`config.mk`:
```
export PLATFORM = sky130hd
export DESIGN_NAME = mouse_recv_byte
export DESIGN_NICKNAME = d
export VERILOG_FILES = /design/src/rtl/mouse_pkg.sv /design/src/rtl/mouse_line_sync.sv /design/src/rtl/mouse_recv_byte.sv
export SDC_FILE = /design/constraint.sdc
export NUM_CORES = 1
export LEC_CHECK = 0
export CORE_ASPECT_RATIO = 1.5
export CORE_MARGIN = 4
export CORE_UTILIZATION = 50
export DETAILED_ROUTE_END_ITERATION = 10
export PLACE_DENSITY = 0.82
export RECOVER_POWER = 50
export SYNTH_ARGS = -nofsm -noshare
export SYNTH_HDL_FRONTEND = slang
export SYNTH_HIERARCHICAL = 1
export SYNTH_SLANG_ARGS = --single-unit
export TNS_END_PERCENT = 1
```
`constraint.sdc`:
```
create_clock -name i_driver_clk -period 5 [get_ports i_driver_clk]
set_input_delay 0.5 -clock i_driver_clk [delete_from_list [all_inputs] [get_ports i_driver_clk]]
set_output_delay 0.5 -clock i_driver_clk [all_outputs]
set_load 0.005 [all_outputs]
```
`src/rtl/mouse_pkg.sv`:
```
// Definitions shared by the PS/2 mouse receive and send paths.
package mouse_pkg;

    localparam int BYTE_WIDTH = 8;

    typedef enum logic [1:0] {
        RX_IDLE,
        RX_DATA,
        RX_PARITY,
        RX_STOP
    } rx_state_t;

    // Counter width for values 0..n-1, never narrower than one bit.
    function automatic int cnt_width(input int n);
        return (n > 1) ? $clog2(n) : 1;
    endfunction

endpackage

```
`src/rtl/mouse_line_sync.sv`:
```
// Two-flop synchronizer, debounce filter and filtered falling-edge strobe for one PS/2 line.
module mouse_line_sync
    import mouse_pkg::*;
#(
    parameter int FILTER_LEN = 8
) (
    input  logic clk,
    input  logic rst,
    input  logic line,
    output logic sync,
    output logic fall
);

    localparam int CW = cnt_width(FILTER_LEN);
    localparam logic [CW-1:0] RELOAD = CW'(FILTER_LEN - 1);

    logic          meta;
    logic          level;
    logic [CW-1:0] cnt;

    // The filtered level only follows sync after FILTER_LEN consecutive differing samples.
    always_ff @(posedge clk or posedge rst) begin
        if (rst) begin
            meta  <= 1'b1;
            sync  <= 1'b1;
            level <= 1'b1;
            cnt   <= RELOAD;
            fall  <= 1'b0;
        end else begin
            meta <= line;
            sync <= meta;
            fall <= 1'b0;
            if (sync == level) begin
                cnt <= RELOAD;
            end else if (cnt == '0) begin
                level <= sync;
                cnt   <= RELOAD;
                fall  <= level;
            end else begin
                cnt <= cnt - 1'b1;
            end
        end
    end

endmodule

```
`src/rtl/mouse_recv_byte.sv`:
```
// PS/2 device-to-host byte receiver: start, LSB-first data, odd parity, stop.
// Optional frame watchdog is compiled in when MOUSE_RECV_TIMEOUT_EN is defined.
//
// state     | meaning
// RX_IDLE   | waiting for a fall with data low (start bit)
// RX_DATA   | shifting in data bits, LSB first
// RX_PARITY | capturing the parity bit
// RX_STOP   | checking stop bit, then report byte or error
module mouse_recv_byte #(
    parameter int BYTE_WIDTH     = mouse_pkg::BYTE_WIDTH,
    parameter int FILTER_LEN     = 8,
    parameter int TIMEOUT_CYCLES = 10000
) (
    input  logic                  i_driver_clk,
    input  logic                  rst,
    input  logic                  i_mouse_clk,
    input  logic                  i_mouse_data,
    input  logic                  i_rx_en,
    output logic [BYTE_WIDTH-1:0] o_byte,
    output logic                  o_byte_valid,
    output logic                  o_parity_err,
    output logic                  o_frame_err,
    output logic                  o_timeout,
    output logic                  o_busy
);

    import mouse_pkg::rx_state_t;
    import mouse_pkg::RX_IDLE;
    import mouse_pkg::RX_DATA;
    import mouse_pkg::RX_PARITY;
    import mouse_pkg::RX_STOP;

    localparam int CNT_W = mouse_pkg::cnt_width(BYTE_WIDTH);

    rx_state_t             state, state_next;
    logic [CNT_W-1:0]      bit_cnt, bit_cnt_next;
    logic [BYTE_WIDTH-1:0] shreg, shreg_next;
    logic [BYTE_WIDTH-1:0] byte_next;
    logic                  par_acc, par_next;
    logic                  valid_next, perr_next, ferr_next;
    logic                  clk_fall;
    logic                  data_sync;
    logic                  unused_clk_sync;
    logic                  unused_data_fall;

    mouse_line_sync #(.FILTER_LEN(FILTER_LEN)) u_clk_sync (
        .clk  (i_driver_clk),
        .rst  (rst),
        .line (i_mouse_clk),
        .sync (unused_clk_sync),
        .fall (clk_fall)
    );

    mouse_line_sync #(.FILTER_LEN(FILTER_LEN)) u_data_sync (
        .clk  (i_driver_clk),
        .rst  (rst),
        .line (i_mouse_data),
        .sync (data_sync),
        .fall (unused_data_fall)
    );

`ifdef MOUSE_RECV_TIMEOUT_EN
    localparam int WD_W = mouse_pkg::cnt_width(TIMEOUT_CYCLES + 1);
    localparam logic [WD_W-1:0] WD_RELOAD = WD_W'(TIMEOUT_CYCLES);

    logic [WD_W-1:0] wd_cnt;
    logic            wd_expire;
    logic            timeout_next;

    // A fall landing on the expiry cycle still counts as progress.
    assign wd_expire = (state != RX_IDLE) && (wd_cnt == '0) && !clk_fall;

    always_ff @(posedge i_driver_clk or posedge rst) begin
        if (rst) begin
            wd_cnt    <= WD_RELOAD;
            o_timeout <= 1'b0;
        end else begin
            o_timeout <= timeout_next;
            if (state == RX_IDLE || clk_fall) begin
                wd_cnt <= WD_RELOAD;
            end else if (wd_cnt != '0) begin
                wd_cnt <= wd_cnt - 1'b1;
            end
        end
    end
`else
    localparam int unused_timeout_cycles = TIMEOUT_CYCLES;

    assign o_timeout = 1'b0;
`endif

    always_ff @(posedge i_driver_clk or posedge rst) begin
        if (rst) begin
            state        <= RX_IDLE;
            bit_cnt      <= '0;
            shreg        <= '0;
            par_acc      <= 1'b0;
            o_byte       <= '0;
            o_byte_valid <= 1'b0;
            o_parity_err <= 1'b0;
            o_frame_err  <= 1'b0;
        end else begin
            state        <= state_next;
            bit_cnt      <= bit_cnt_next;
            shreg        <= shreg_next;
            par_acc      <= par_next;
            o_byte       <= byte_next;
            o_byte_valid <= valid_next;
            o_parity_err <= perr_next;
            o_frame_err  <= ferr_next;
        end
    end

    always_comb begin
        state_next   = state;
        bit_cnt_next = bit_cnt;
        shreg_next   = shreg;
        par_next     = par_acc;
        byte_next    = o_byte;
        valid_next   = 1'b0;
        perr_next    = 1'b0;
        ferr_next    = 1'b0;
`ifdef MOUSE_RECV_TIMEOUT_EN
        timeout_next = 1'b0;
`endif
        if (state != RX_IDLE && !i_rx_en) begin
            state_next = RX_IDLE;
        end
`ifdef MOUSE_RECV_TIMEOUT_EN
        else if (wd_expire) begin
            state_next   = RX_IDLE;
            timeout_next = 1'b1;
        end
`endif
        else if (clk_fall) begin
            case (state)
                RX_IDLE: begin
                    if (!data_sync && i_rx_en) begin
                        state_next   = RX_DATA;
                        bit_cnt_next = '0;
                        par_next     = 1'b0;
                    end
                end
                RX_DATA: begin
                    shreg_next[bit_cnt] = data_sync;
                    par_next            = par_acc ^ data_sync;
                    bit_cnt_next        = bit_cnt + 1'b1;
                    if (bit_cnt == CNT_W'(BYTE_WIDTH - 1)) begin
                        state_next = RX_PARITY;
                    end
                end
                RX_PARITY: begin
                    par_next   = par_acc ^ data_sync;
                    state_next = RX_STOP;
                end
                RX_STOP: begin
                    state_next = RX_IDLE;
                    // par_acc holds data ones plus parity bit; odd means good.
                    if (!data_sync) begin
                        ferr_next = 1'b1;
                    end else if (par_acc) begin
                        byte_next  = shreg;
                        valid_next = 1'b1;
                    end else begin
                        perr_next = 1'b1;
                    end
                end
                default: state_next = RX_IDLE;
            endcase
        end
    end

    assign o_busy = (state != RX_IDLE);

endmodule
```
# Yosys cells after proc, flatten, opt, wreduce, memory -nomap -nowiden
# Index checks and enable logic that the tools add are counted.
[totals]
regBits = 34
input_bits = 5
out_inout_bits = 13
elab_cells = 78
[classes]
n_addsub = 2
n_lt_le_gt_ge = 2
eq_ne = 8
mux = 30
bitwise_logic = 3
n_reduce_logical = 18
[ops]
columns = ["op", "count"]
rows = [
  ["2-to-1 mux 1 bit", 18],
  ["2-to-1 mux 3 bit", 3],
  ["bitwise mux 8 bit", 1],
  ["2-to-1 mux 2 bit", 4],
  ["one-hot mux 2 bit (4 select lines)", 1],
  ["AND reduction 4 bit", 2],
  ["nonzero test 2 bit", 4],
  ["inequality test 3 bit, second input constant", 2],
  ["one-hot mux 3 bit (2 select lines)", 1],
  ["AND reduction 3 bit", 2],
  ["AND reduction 5 bit", 1],
  ["equality test 2 bit, second input constant", 2],
  ["< comparator 3 x 4 -> 1 bit, second input constant", 1],
  ["adder 3 x 1 -> 3 bit, second input constant", 1],
  ["demux 1 bit (select 3 bit)", 1],
  ["equality test 3 bit, second input constant", 1],
  ["greater-or-equal comparator 3 x 1 -> 1 bit, second input constant", 1],
  ["logical AND 1 bit", 3],
  ["logical NOT 3 bit", 1],
  ["subtractor 3 x 1 -> 3 bit, second input constant", 1],
  ["equality test 2 x 1 -> 1 bit, second input constant", 1],
  ["logical NOT 1 bit", 2],
  ["logical NOT 2 bit", 1],
  ["inequality test 2 bit, second input constant", 1],
  ["6 further kinds", 7],
]

# Longest topological paths before layout
# Gate-level depths: netlist of the first run.
[logic_depth]
depth_word = 6
ltp_mapped = 6

# Hierarchy
# The synthesis of the first run kept the hierarchy.
[by_module_without_submodules]
columns = ["module", "n_inst", "cells_per_inst", "area_each_um2", "seq_area_each_um2"]
rows = [
  ["mouse_recv_byte", 1, 105, 1333.8, 625.6],
  ["mouse_line_sync", 2, 21, 291.5, 182.7],
]

# Least setup slack after synthesis of the first run
# Ideal clock, no wire load.
[synth_timing]
path_kind = "flip-flop to flip-flop"
from = "register state[0]"
to = "register shreg[0]"
setup_ns = 0.125
arrival_time_ns = 1.533
required_ns = 4.875
slack_ns = 3.343
stages_incl_launch_ff = 7
n_path_buf = 1
period_less_slack_ns = 1.657
path_cell_list = "dfrtp_1 inv_1 ha_1 buf_2 o211ai_1 nor4_1 mux2_2"
[synth_between]
elab_chain_len = 4
elab_cells_between_ends = 5
classes_between = "eq/ne (1); bitwise (1); reduce/logical (3)"
[synth_rtl]
columns = ["item", "line_no", "source"]
rows = [
  ["start: declaration", "mouse_recv_byte.sv:35", "rx_state_t state, state_next;"],
  ["start signal: assignment", "mouse_recv_byte.sv:103", "state <= state_next;"],
  ["nonzero test 2 bit", "mouse_recv_byte.sv:126", "if (state != RX_IDLE && !i_rx_en) begin"],
  ["logical AND 1 bit", "mouse_recv_byte.sv:126", ""],
  ["inverter 1 bit (no source line)", "n/a", ""],
  ["AND reduction 3 bit (no source line) (*)", "n/a", ""],
  ["end signal: assignment", "mouse_recv_byte.sv:105", "shreg <= shreg_next;"],
  ["end: declaration", "mouse_recv_byte.sv:37", "logic [BYTE_WIDTH-1:0] shreg, shreg_next;"],
]
# Every way passes the cells marked *; elsewhere a longest branch is shown, timed or not.
# A chain may end at the register's enable or synchronous reset.

# Worst setup path after layout of the first run
[layout_timing]
from = "register state[0]"
to = "output port o_busy"
[layout_between]
elab_chain_len = 1
[layout_rtl]
columns = ["item", "line_no", "source"]
rows = [
  ["nonzero test 2 bit", "mouse_recv_byte.sv:173", "assign o_busy = (state != RX_IDLE);"],
  ["end: declaration", "mouse_recv_byte.sv:24", "output logic o_busy"],
]
# No other way between the ends.

==> results of run 1 <==
==> critical path, stage by stage, from the launching register on <==
cell,delay (ns)
sky130_fd_sc_hd__dfrtp_1,0.41
sky130_fd_sc_hd__inv_1,0.15
sky130_fd_sc_hd__ha_1,0.41
sky130_fd_sc_hd__inv_1,0.09
sky130_fd_sc_hd__clkdlybuf4s50_1,0.46
==> stage by stage <==
step,hold WS (ns),worst slack (ns),cells,cell area (um2),utilization (%)
global route,0.370,2.55,187,1930,60.5
CTS,0.363,2.67,187,1940,60.9
global placement,0.347,2.90,179,1850,57.9
floorplan,0.299,3.34,129,1680,-
detailed placement,0.349,2.88,179,1850,57.9
finish,0.362,2.69,187,1930,60.5
==> power groups by stage <==
stage | Sequential (uW) | Clock, uW | Combinational (uW)
global placement | 324 | 0 | 150
finish | 321 | 207 | 153
CTS | 322 | 215 | 160
global route | 324 | 230 | 177
detailed placement | 327 | 0 | 159
floorplan | 321 | 0 | 123
==> flip-flops by register name, indices dropped and copies added, names as in the netlist <==
signal,count
o_parity_err,1
u_data_sync/sync,1
u_clk_sync/meta,1
u_clk_sync/cnt,3
shreg,8
o_byte,8
state,2
u_data_sync/meta,1
u_clk_sync/level,1
bit_cnt,3
o_frame_err,1
u_clk_sync/fall,1
u_clk_sync/sync,1
o_byte_valid,1
par_acc,1
==> cell type report <==
type / instances / area [um2]
clock buffer: 6 / 82.6
clock inverter: 2 / 12.5
fill: 272 / 1260
inverter: 11 / 41.3
multi-input combinational: 78 / 724
sequential: 34 / 861
tap: 40 / 50.0
timing repair buffer: 16 / 160
==> metal layers <==
metal	part of all wire, %	global-route usage, %
met1	38	14.5
met2	54	24.9
met3	6.0	6.02
met4	2.2	6.57
met5	0	0
==> worst min path at each step <==
stage | end | startpoint | slack (ns)
5_1_grt | u_data_sync/sync | u_data_sync/meta | 0.37
2_1_floorplan | u_clk_sync/fall | rst | 0.30
3_3_place_gp | u_data_sync/sync | u_data_sync/meta | 0.35
4_1_cts | u_clk_sync/sync | u_clk_sync/meta | 0.36
3_5_place_dp | u_clk_sync/sync | u_clk_sync/meta | 0.35
6_report | u_clk_sync/sync | u_clk_sync/meta | 0.36
==> impl_metrics.py, run 1 <==
metrics = {
    "status": {
        "status": "complete, no violations",
    },
    "cts": {
        "clock_sinks": 34,
        "worst_skew_pair.late_latency_ns": 0.29,
        "cts_setup_buffers": 0,
        "cts_tree": "done",
        "tritoncts_buffer_count": 5,
        "post_cts.resized_instances": 0,
        "cts_max_level": 2,
        "path_clk_slew_ns": 0.07,
        "clockRootBuffer": "sky130_fd_sc_hd__clkbuf_8",
        "hold_buffers": 0,
        "clock_tree.buffer_depth": 2,
    },
    "timing": {
        "hold_viol_final": 0,
        "tightestPinTransition_ns": 0.942,
        "fmax_mhz": 434,
        "final_period_utilization_pct": 46.1,
        "timing.clock.skew_ns": 0.00502,
        "final_max_slew_viol_count": 0,
        "maxSlewHeadroom_pct": 37.1,
        "period_minus_slack_ns": 2.31,
        "grt_setup_unrepaired": "no",
        "fin_setup_tns_ns": 0,
        "setup_viol": 0,
    },
    "layout": {
        "drive_above_1_share_pct": 25.9,
        "antennaDiodeCount": 0,
        "mostFrequentLayoutCells": "sky130_fd_sc_hd__dfrtp_1, sky130_fd_sc_hd__clkdlybuf4s50_1, sky130_fd_sc_hd__inv_1, sky130_fd_sc_hd__ha_1",
        "synthToLayoutAreaGrowth_pct": 14.9,
        "final_net_count": 162,
        "final_common_cell": "sky130_fd_sc_hd__dfrtp_1",
    },
    "routing": {
        "drt-total-wl_um": 2670,
        "viasPerCell": 5.30,
        "antenna_violating_nets_post_route": 0,
        "drt-wirelength-per-cell_um": 14.3,
        "num_vias": 992,
        "initial_drc_count": 20,
        "drc": 0,
        "drt_first_pass_iters": 4,
    },
    "global_route": {
        "number_of_antenna_violations_at_the_first_check_in_global_routing": 0,
        "grt_remaining_overflow": 0,
        "pin_count_of_the_biggest_net_entering_global_routing": 26,
        "grtUsageTotal_pct": 14.2,
        "grt_first_pass_wirelength_um": 4690,
        "via_count_of_the_first_global_routing_pass": 1041,
    },
    "yosys": {
        "yosysWarningCount": 6,
        "synthesis.area_um2": 1680,
        "synthesis.instances": 129,
        "mappedNetlistNets": 145,
        "syn-mean-instance-area_um2": 13.0,
    },
    "die": {
        "top_level_ports": 18,
        "placementRows": 25,
        "die-height_um": 79.0,
        "die_w_um": 55.4,
        "total_die_area_um2": 4370,
        "initial_utilization_pct": 52.7,
        "core_area_um2": 3190,
    },
    "pwr": {
        "power_frac_comb_pct": 22.5,
        "p_per_area_nw_per_um2": 352,
        "peak_supply_drop_uv": 250,
        "switching_share_pct": 29.6,
        "power.clock.fraction_pct": 30.4,
        "internal_power_uw": 479,
        "net-switching-power_uw": 202,
        "p_leak_uw": 0.000927,
        "totalPowerFinal_uw": 681,
        "sequentialPowerShare_pct": 47.1,
    },
    "placed_design": {
        "globalplace.congestion": 0.759,
        "dp_hpwl_um": 1980,
        "portBuffers": 16,
    },
    "min_path": {
        "min_delay_path_depth": 0,
        "timing.hold.worst.class": "reg -> reg",
    },
    "job": {
        "max_cap_viol_count": 0,
    },
    "worst_setup_path": {
        "critPathLaunch": "state[0]",
        "worst_setup_path_endpoint": "o_busy",
        "worstSetupPathType": "reg -> out",
        "critPathMaxFanout": 11,
        "worst_setup_path_end_kind": "output port",
        "regToRegSetupSlack_ns": 3.05,
        "r2r_start": "state[0]",
        "worst-r2r-cell-count": 5,
        "r2r_end": "o_byte[0]",
        "setup.worst_path.start_class": "flop",
        "cp.required_ns": 4.50,
        "worst_ep_arrival_time_ns": 1.81,
    },
}
Power figures use the tool's default switching activity.
==> run 2: changes to the inputs <==
Settings changed: PLACE_DENSITY 0.82 to 0.85.
Clock period 5 ns to 2.11 ns, I/O delays scaled along.
==> impl_metrics.py, run 2 (synthesis results as in run 1) <==
metrics = {
    "placed_design": {
        "dp_hpwl_um": 2090,
        "portBuffers": 16,
        "globalplace.congestion": 0.857,
    },
    "global_route": {
        "number_of_antenna_violations_at_the_first_check_in_global_routing": 0,
        "via_count_of_the_first_global_routing_pass": 1041,
        "grt_first_pass_wirelength_um": 4810,
        "grt_remaining_overflow": 0,
        "grtUsageTotal_pct": 14.3,
        "pin_count_of_the_biggest_net_entering_global_routing": 26,
    },
    "worst_setup_path": {
        "worst_setup_path_end_kind": "output port",
        "worst_ep_arrival_time_ns": 1.69,
        "cp.required_ns": 1.90,
        "worstSetupPathType": "reg -> out",
        "setup.worst_path.start_class": "flop",
        "r2r_end": "shreg[2]",
        "r2r_start": "state[1]",
        "worst-r2r-cell-count": 5,
        "regToRegSetupSlack_ns": 0.27,
        "critPathMaxFanout": 11,
    },
    "pwr": {
        "p_per_area_nw_per_um2": 842,
        "totalPowerFinal_uw": 1630,
        "p_leak_uw": 0.000931,
        "peak_supply_drop_uv": 793,
    },
    "cts": {
        "clock_tree.buffer_depth": 2,
        "cts_max_level": 2,
        "tritoncts_buffer_count": 5,
        "clock_sinks": 34,
        "worst_skew_pair.late_latency_ns": 0.29,
        "cts_tree": "done",
        "path_clk_slew_ns": 0.07,
        "clockRootBuffer": "sky130_fd_sc_hd__clkbuf_8",
        "cts_setup_buffers": 0,
    },
    "timing": {
        "grt_setup_unrepaired": "no",
        "maxSlewHeadroom_pct": 10.3,
        "final_period_utilization_pct": 90.3,
        "fin_setup_tns_ns": 0,
        "hold_viol_final": 0,
        "fmax_mhz": 525,
        "final_max_slew_viol_count": 0,
        "timing.clock.skew_ns": 0.00786,
        "period_minus_slack_ns": 1.90,
        "tightestPinTransition_ns": 1.35,
        "setup_viol": 0,
    },
    "status": {
        "status": "complete, no violations",
    },
    "job": {
        "max_cap_viol_count": 0,
    },
    "layout": {
        "final.fill_count": 275,
        "final_net_count": 163,
        "drive_above_1_share_pct": 27.0,
        "mostFrequentLayoutCells": "sky130_fd_sc_hd__dfrtp_1, sky130_fd_sc_hd__clkdlybuf4s50_1, sky130_fd_sc_hd__inv_1",
        "core_occupancy_in_the_finished_layout_pct": 60.9,
        "largest_registers": "o_byte x8, shreg x8",
        "synthToLayoutAreaGrowth_pct": 15.5,
        "final_common_cell": "sky130_fd_sc_hd__dfrtp_1",
        "antennaDiodeCount": 0,
    },
    "routing": {
        "initial_drc_count": 19,
        "viasPerCell": 5.35,
        "drt_first_pass_iters": 2,
        "drt-wirelength-per-cell_um": 14.7,
        "drc": 0,
        "antenna_violating_nets_post_route": 0,
        "num_vias": 1006,
        "drt-total-wl_um": 2770,
    },
    "die": {
        "top_level_ports": 18,
        "die-height_um": 79.0,
        "initial_utilization_pct": 52.7,
        "total_die_area_um2": 4370,
        "die_w_um": 55.4,
        "placementRows": 25,
        "core_area_um2": 3190,
    },
    "min_path": {
        "timing.hold.worst.class": "in -> async",
    },
}
run 2: stage by stage:
step	hold WS (ns)	setup WS [ns]	instance area [um2]	std cells
global placement	0.347	0.279	1860	180
global route	0.343	0.0985	1940	188
finish	0.331	0.206	1940	188
detailed placement	0.348	0.139	1860	180
floorplan	0.0100	0.453	1680	129
CTS	0.207	0.0842	1950	188
run 2: power breakdown:
group | internal (uW) | switching, uW
logic | 166 | 217
registers | 721 | 39.5
clock network | 262 | 229
run 2: worst max-delay path by stage:
stage,start,endpoint,slack (ns)
2_1_floorplan,state[0],shreg[0],0.45
3_3_place_gp,state[0],o_byte[7],0.28
3_5_place_dp,state[1],shreg[2],0.14
4_1_cts,state[1],o_busy,0.08
5_1_grt,rst,state[1],0.1
6_report,state[1],o_busy,0.21
run 2: cell type report:
class	count	area, um2	area share [%]
Tap cell	40	50.0	2.58
Clock inverter	2	12.5	0.644
Inverter	11	41.3	2.13
Sequential cell	34	861	44.3
Multi-Input combinational cell	78	731	37.6
Timing Repair Buffer	17	164	8.44
Clock buffer	6	82.6	4.25
run 2: critical path: stages (launching register included):
cell                              delay [ns]
sky130_fd_sc_hd__dfrtp_1                0.42
sky130_fd_sc_hd__inv_1                  0.14
sky130_fd_sc_hd__ha_2                   0.32
sky130_fd_sc_hd__inv_1                  0.07
sky130_fd_sc_hd__clkdlybuf4s50_1        0.45
run 2: layer usage:
layer,routed length (um),GRT usage [%]
met1,1090,15.6
met5,0,0
met2,1430,23.9
met4,109,8.03
met3,142,5.04
run 2: timing repair:
action,CTS,global route
setup endpoints to repair,0,1
resized for setup,0,1
hold buffers,0,0
